File: src/rtl/nn_accel_pkg.sv
// nn_accel_pkg: shared image geometry, result width and the row sender state type
package nn_accel_pkg;
    localparam int IMG_DIM     = 14;
    localparam int IMG_BITS    = IMG_DIM * IMG_DIM;
    localparam int ROW_CHUNK_W = 7;
    localparam int ROW_CHUNKS  = 28;
    localparam int BCD_W       = 4;
    typedef enum logic [1:0] {IDLE, SYNC, SEND, WAIT_RESULT} sender_state_t;
endpackage

File: src/rtl/chunk_shifter.sv
// chunk_shifter: holds a loaded image and presents it one CHUNK_W slice at a time, LSBs first
module chunk_shifter #(
    parameter int CHUNK_W          = 7,
    parameter int NUM_CHUNKS       = 28,
    parameter int CYCLES_PER_CHUNK = 1,
    localparam int IMG_W           = CHUNK_W * NUM_CHUNKS
) (
    input  logic               clk,
    input  logic               rst_n,
    input  logic               load,
    input  logic               advance,
    input  logic [IMG_W-1:0]   image_in,
    output logic [CHUNK_W-1:0] chunk,
    output logic               last_chunk
);
    localparam int CW = $clog2(NUM_CHUNKS + 1);
    localparam int PW = $clog2(CYCLES_PER_CHUNK + 1);
    logic [IMG_W-1:0] sr;
    logic [CW-1:0]    chunk_cnt;
    logic [PW-1:0]    pace_cnt;
    logic             chunk_done;
    assign chunk_done = pace_cnt == PW'(CYCLES_PER_CHUNK - 1);
    assign last_chunk = chunk_done && chunk_cnt == CW'(NUM_CHUNKS - 1);
    assign chunk      = sr[CHUNK_W-1:0];
    always_ff @(posedge clk or negedge rst_n) begin
        if (!rst_n) begin
            sr        <= '0;
            chunk_cnt <= '0;
            pace_cnt  <= '0;
        end else if (load) begin
            sr        <= image_in;
            chunk_cnt <= '0;
            pace_cnt  <= '0;
        end else if (advance) begin
            sr        <= chunk_done ? sr >> CHUNK_W : sr;
            chunk_cnt <= chunk_done ? chunk_cnt + CW'(1) : chunk_cnt;
            pace_cnt  <= chunk_done ? '0 : pace_cnt + PW'(1);
        end
    end
endmodule

File: src/rtl/image_row_sender.sv
// image_row_sender: streams a loaded binary image as row chunks behind a frame-start strobe,
// then captures the accelerator's BCD result or flags a timeout.
module image_row_sender
    import nn_accel_pkg::*;
#(
    parameter int CHUNK_W          = ROW_CHUNK_W,
    parameter int NUM_CHUNKS       = ROW_CHUNKS,
    parameter int SYNC_CYCLES      = 2,
    parameter int CYCLES_PER_CHUNK = 1,
    parameter int RESULT_TIMEOUT   = 1023,
    localparam int IMG_W           = CHUNK_W * NUM_CHUNKS
) (
    input  logic               clk,
    input  logic               rst_n,
    input  logic               load_valid,
    output logic               load_ready,
    input  logic [IMG_W-1:0]   image_in,
    output logic [CHUNK_W-1:0] data_out,
    output logic               frame_n,
    input  logic               result_valid,
    input  logic [BCD_W-1:0]   result_bcd,
    output logic [BCD_W-1:0]   digit_out,
    output logic               digit_valid,
    output logic               timeout,
    output logic               busy
);
    localparam int CNT_MAX = RESULT_TIMEOUT > SYNC_CYCLES ? RESULT_TIMEOUT : SYNC_CYCLES;
    localparam int CNT_W   = $clog2(CNT_MAX + 1);
    sender_state_t      state, state_n;
    logic [CNT_W-1:0]   cnt;
    logic [CHUNK_W-1:0] chunk;
    logic               last_chunk, sync_done, wait_done, got_result;
    assign sync_done  = cnt == CNT_W'(SYNC_CYCLES - 1);
    assign wait_done  = cnt == CNT_W'(RESULT_TIMEOUT - 1);
    assign got_result = state == WAIT_RESULT && result_valid;
    chunk_shifter #(
        .CHUNK_W(CHUNK_W),
        .NUM_CHUNKS(NUM_CHUNKS),
        .CYCLES_PER_CHUNK(CYCLES_PER_CHUNK)
    ) u_shifter (
        .clk(clk),
        .rst_n(rst_n),
        .load(state == IDLE && load_valid),
        .advance(state == SEND),
        .image_in(image_in),
        .chunk(chunk),
        .last_chunk(last_chunk)
    );
    always_ff @(posedge clk or negedge rst_n) begin
        if (!rst_n) state <= IDLE;
        else        state <= state_n;
    end
    always_comb begin
        state_n = state;
        unique case (state)
            IDLE:        state_n = load_valid ? SYNC : IDLE;
            SYNC:        state_n = sync_done ? SEND : SYNC;
            SEND:        state_n = last_chunk ? WAIT_RESULT : SEND;
            WAIT_RESULT: state_n = (result_valid || wait_done) ? IDLE : WAIT_RESULT;
        endcase
    end
    always_comb begin
        load_ready = state == IDLE;
        busy       = state != IDLE;
        frame_n    = state != SYNC;
        data_out   = state == SEND ? chunk : '0;
    end
    // One counter times both SYNC and WAIT_RESULT; it restarts on every state change.
    always_ff @(posedge clk or negedge rst_n) begin
        if (!rst_n) begin
            cnt         <= '0;
            digit_out   <= '0;
            digit_valid <= 1'b0;
            timeout     <= 1'b0;
        end else begin
            cnt         <= (state_n != state || state == IDLE) ? '0 : cnt + CNT_W'(1);
            digit_out   <= got_result ? result_bcd : digit_out;
            digit_valid <= got_result;
            timeout     <= state == WAIT_RESULT && !result_valid && wait_done;
        end
    end
endmodule

File: config.mk
export PLATFORM = sky130hd
export DESIGN_NAME = image_row_sender
export DESIGN_NICKNAME = d
export VERILOG_FILES = /design/src/rtl/nn_accel_pkg.sv /design/src/rtl/chunk_shifter.sv /design/src/rtl/image_row_sender.sv
export SDC_FILE = /design/constraint.sdc
export NUM_CORES = 1
export LEC_CHECK = 0
export ABC_AREA = 1
export CORE_ASPECT_RATIO = 0.9
export CORE_UTILIZATION = 40
export DETAILED_ROUTE_END_ITERATION = 7
export MAX_ROUTING_LAYER = met4
export PLACE_DENSITY = 0.73
export SLEW_MARGIN = 20
export SYNTH_ARGS = -nofsm -noshare
export SYNTH_HDL_FRONTEND = slang
export SYNTH_HIERARCHICAL = 1
export SYNTH_SLANG_ARGS = --single-unit
File: constraint.sdc
create_clock -name clk -period 1.5 [get_ports clk]
set_input_delay 0.15 -clock clk [delete_from_list [all_inputs] [get_ports clk]]
set_output_delay 0.15 -clock clk [all_outputs]
set_load 0.01 [all_outputs]
# Word level (Yosys, flattened, before mapping)
# Index checks and enable logic that the tools add are counted.
# op_classes
add_sub_neg	3
n_eq_ne	9
muxes	16
bitwise_logic	1
n_reduce_logical	12
# op_table
operator	n
$mux 196	3
$mux 5	3
$add 10x1->10 const B	1
$eq 10x1->1 const B	1
$eq 10x10->1 const B	1
$mux 10	1
$pmux 2 s4	1
$mux 7	1
$add 5x1->5 const B	1
$eq 5x5->1 const B	1
$logic_and 1x1->1	5
$mux 1	5
$eq 2x2->1 const B	2
$mux 2	2
$ne 2x1->1 const B	2
$reduce_bool 2->1	2
$eq 2x1->1 const B	1
$logic_not 2->1	1
$logic_or 1x1->1	2
$ne 2x2->1	1
$reduce_and 2->1	1
$add 1x1->1 const B	1
$logic_not 1->1	1
$not 1->1	1
# totals
ff_bits	220
input_bits	204
word_cells	49

# Depth between registers and ports, before layout
# depth
word_depth	7
depth_mapped	10
ltp_nobuf	10

# Hierarchy
# The synthesis kept the hierarchy.
# by_module_without_submodules
module	instances	cells_per_inst	area_each_um2	seq_area_each_um2
chunk_shifter	1	927	8553.2	5029.8
image_row_sender	1	113	998.5	450.4

# Least setup slack after synthesis
# Ideal clock, no wire load.
# synth_timing
path_type	register to register
startpoint	reg state[1]
endpoint	reg u_shifter.sr[11]
setup_time_ps	120
arrival_ps	1568
required_ps	1380
setup_slack_ps	-188
path_stages_with_launch	9
path_buffers	2
synth_period_minus_slack_ps	1688
path_cell_list	dfrtp_1 -> nor2_1 -> nand2_1 -> inv_1 -> buf_2 -> inv_2 -> buf_2 -> o22ai_1 -> nor2_1
# synth_between
elab_chain_cells	4
word_cells_on_any_way	7
# synth_rtl
item	line	rtl
from (decl)	image_row_sender.sv:29	sender_state_t state, state_n;
from (signal assigned)	image_row_sender.sv:51	else state <= state_n;
$logic_not 2->1 (*)	--	
via load_ready	image_row_sender.sv:16	output logic load_ready,
$logic_and 1x1->1 (*)	image_row_sender.sv:43	.load(state == IDLE && load_valid),
$ne 2x1->1 (no line) / $reduce_bool 2->1 (equally long branches)	--	
$reduce_and 2->1 (no line)	--	
to (signal assigned)	chunk_shifter.sv:31	sr <= image_in;
to (signal assigned)	chunk_shifter.sv:35	sr <= chunk_done ? sr >> CHUNK_W : sr;
to (decl)	chunk_shifter.sv:18	logic [IMG_W-1:0] sr;
# The timed path passes the listed nets; every way through them passes the cells marked *.
# A chain may end at the register's enable or synchronous reset.

# Final worst setup path
# layout_timing
startpoint	reg state[0]
endpoint	reg u_shifter.sr[113]
# layout_between
elab_chain_cells	4
word_cells_on_any_way	7
# layout_rtl
item	line
$logic_not 2->1	image_row_sender.sv:43
$logic_and 1x1->1	image_row_sender.sv:43
$ne 2x1->1 (no line) / $reduce_bool 2->1 (equally long branches)	--
$reduce_and 2->1 (no line)	--
# Parallel ways exist; a longest one is shown, timed or not.

==> reports/results.txt <==
result of the run: finished with violations
violated checks: negative setup slack
Post-Syn Instances: 1040
number of library cell types mapped by synthesis: 30
ys async rst share: 100%
dominant synthesized flop cell: sky130_fd_sc_hd__dfrtp_1
clock skew after layout: 0.0166 ns
Worst Setup End Kind: flip-flop
area of all placed cells without fillers: 15300 µm²
wire length on met2: 15.5 mm
final hold viol count: 0
Filler cells: 1723
sequential area share after synthesis: 57.4%
share of Yosys cell area claimed by the top area cell type: 57.4%
Commonest cells post-synth: sky130_fd_sc_hd__nand2_1 (405), sky130_fd_sc_hd__dfrtp_1 (219), sky130_fd_sc_hd__a22oi_1 (133)
f_max: 0.568 GHz
clock latency on the worst-skew pair: 0.51 ns
Max stage delay on crit path: 0.41 ns
detailed-route via count: 8916
wire length on met1: 13.3 mm
Post-synth EDFFs: 0
Yosys warnings: 6
number of slew-limit violations in the final report: 0
CP required: 1.87 ns
max_slew headroom: 74.7%
max-cap violation count: 0
Starting DRT DRC Count: 815
kind of path behind the tightest hold check: in -> async
gr ovfl total: 0
post-synthesis sequential element count: 219
global-route wire length before repair: 43.0 mm
Longest Clk Path Bufs: 3
total iterations of the first detailed-routing run: 6
wire length on met3: 1.83 mm
fraction of layout cells with a size suffix above 1: 30.1%
post-synth top area cell: sky130_fd_sc_hd__dfrtp_1
vertical extent of the die: 149 µm
setup repair after global routing missed its margin: true
Slew @ Worst Pin: 0.379 ns
Syn Std Cell Area: 9550 µm²
die area: 24500 µm²
P_leak: 0.00713 µW
pwr/cell area: 1990 nW/µm²
maximum number of pins on one net before global-route repair: 57
Worst setup SP type: flip-flop
TritonCTS clock tree: yes
crit share post-route: 117%
total core area: 23400 µm²
number of nets produced by synthesis: 1248
Slowest-stage cell, CP: sky130_fd_sc_hd__dfrtp_2
total routing resource utilization after global routing: 22.9%
Vias per Instance: 5.39
detailed placement HPWL: 17.8 mm
root buffer cell: sky130_fd_sc_hd__clkbuf_16
horizontal die dimension: 165 µm
setup slack of the critical path after layout: -0.261 ns
number of antenna violations at the first check in global routing: 1
biggest fanout along the worst timing path: 18
total CTS buffers: 23
fin util: 65.4%
WL final: 31.2 mm
Mapped Avg Cell Area: 9.18 µm²
arrival time reported for the critical path endpoint: 2.13 ns
synthesis-to-layout area growth: 60.2%
IO Count: 220
wire length per cell after detailed routing: 18.8 µm
CTS H-tree depth: 1
count of nets left with antenna violations after detail routing: 0
clock-pin transition on the worst setup and hold timing paths: 0.06 ns
effective utilization at floorplan: 40.8%
final layout net count: 1542
final setup vio count: 220
Post-DP Area: 12500 µm²
global placer's final weighted congestion: 0.875
number of sinks handled by clock tree synthesis: 219
Core Rows: 53
shortest clock period the worst path allows after layout: 1.76 ns
series of cell instances along the critical path: buf_6 -> nor2_4 -> buf_6 -> nand2_8 -> clkinv_8 -> nor2_4 -> buf_12 -> buf_12 -> a22oi_1 -> nand2_1
Post-route DRC: 0
top sig layer: met4
cell with the most instances after synthesis: sky130_fd_sc_hd__nand2_1
worst-case vdd ir drop: 1.48 mV
number of global-route vias before repair: 8524
classification of the worst setup path: reg -> reg
leading post-synthesis cells by cell area: sky130_fd_sc_hd__dfrtp_1 (57%), sky130_fd_sc_hd__nand2_1 (16%), sky130_fd_sc_hd__a22oi_1 (10%), sky130_fd_sc_hd__nand3_1 (4.7%), sky130_fd_sc_hd__buf_2 (2.1%)
number of I/O port buffers: 219
==> cell type report <==
cell class              instances  area [µm²]  share of cell area (%)
multi-input cells             722        4550                    29.7
well taps                     302         378                    2.47
clock buffers                  35         691                    4.51
flip-flops and latches        219        5480                    35.8
diodes                          1        2.50                  0.0164
clock inverters                 7        91.3                   0.597
repair buffers                342        3980                    26.0
inverters                      26         128                   0.834
==> power breakdown <==
group          switching, µW  internal, µW  total (µW)  leakage, µW
registers               2080          8530       10600      0.00276
logic                   6910          7040       13900      0.00398
clock network           2340          3520        5860     0.000384
==> per-layer routing <==
| layer | vias to the layer above | track usage (%) |
|---|---|---|
| met3 | 53 | 3.96 |
| met2 | 337 | 36.8 |
| li1 | 4079 | - |
| met4 | 0 | 4.59 |
| met1 | 4447 | 30.6 |
| met5 | - | - |
==> cell usage in the layout, fill, tap and decap left out, types with 7 or more instances in the layout <==
cell,n
sky130_fd_sc_hd__a22o_1,7
sky130_fd_sc_hd__a22oi_2,79
sky130_fd_sc_hd__nor2_4,9
sky130_fd_sc_hd__buf_4,41
sky130_fd_sc_hd__dfrtp_1,218
sky130_fd_sc_hd__nand2_2,69
sky130_fd_sc_hd__inv_1,18
sky130_fd_sc_hd__nand3_1,68
sky130_fd_sc_hd__a22oi_1,54
sky130_fd_sc_hd__buf_6,30
sky130_fd_sc_hd__buf_12,21
sky130_fd_sc_hd__clkdlybuf4s50_1,203
sky130_fd_sc_hd__nand2_4,27
sky130_fd_sc_hd__nand3_2,23
sky130_fd_sc_hd__nor2_2,13
sky130_fd_sc_hd__buf_8,8
sky130_fd_sc_hd__nor2_1,27
sky130_fd_sc_hd__clkbuf_16,43
sky130_fd_sc_hd__nand2_1,313
sky130_fd_sc_hd__clkbuf_8,7
sky130_fd_sc_hd__buf_2,7
==> sequential cells by signal, summed over array words and instances, names as in the netlist <==
| register | cells |
|---|---|
| u_shifter/chunk_cnt | 5 |
| u_shifter/sr | 196 |
| state | 2 |
| timeout | 1 |
| digit_out | 4 |
| digit_valid | 1 |
| cnt | 10 |
==> stage by stage <==
stage	total power [µW]	hold slack, ns	TNS [ns]	instances	setup WS (ns)
finish	30400	0.135	-30.06	1654	-0.261
global route	32000	0.164	-42.95	1654	-0.333
CTS	26400	0.148	-21.86	1621	-0.164
detailed placement	19200	0.0768	-15.19	1555	-0.146
global placement	18900	0.0769	-7.52	1555	-0.0836
floorplan	15500	-0.146	0	1040	0.0125
==> repair_timing <==
item                       in CTS  in global routing
cloned                          5                 26
hold buffers                    1                  0
buffers inserted               18                  8
resized for setup             119                222
pin swaps                       5                  9
setup endpoints to repair     188                222
hold endpoints to repair      219                  0
==> logic make-up (layout without fill, tap and decap cells) <==
kind of cell	count (synthesis)	count (layout)	share of synthesized area (%)
and+or+nand+nor	554	554	24.1
DFF	219	219	57.4
AOI/OAI and AO/OA	156	156	12.2
buffers and inverters	99	410	5.06
xor gates and xnor gates	8	8	0.734
adders and majority gates	4	4	0.524
other	0	1	0
==> final timing paths <==
kind | start | slack, ns | depth (start not counted) | endpoint
setup reg to reg | state[0]$_DFF_PN0_ | -0.26 | 10 | u_shifter/sr[113]$_DFFE_PN0P_
max in group asynchronous | rst_n | 0.73 | 3 | u_shifter/sr[76]$_DFFE_PN0P_
hold reg to reg | u_shifter/sr[88]$_DFFE_PN0P_ | 0.48 | 2 | u_shifter/sr[88]$_DFFE_PN0P_
min in group clk | result_bcd[2] | 0.20 | 3 | digit_out[2]$_DFFE_PN0P_
hold / removal | rst_n | 0.14 | 2 | u_shifter/sr[19]$_DFFE_PN0P_
setup / recovery | state[0]$_DFF_PN0_ | -0.26 | 10 | u_shifter/sr[113]$_DFFE_PN0P_
==> critical path, delay by kind of cell (launching register included) <==
family | cells | cell delay, ns
AOI/OAI and AO/OA | 1 | 0.20
buffers and inverters | 5 | 0.66
DFF | 1 | 0.41
and+or+nand+nor | 4 | 0.33
(Power assumes the default switching activity.)
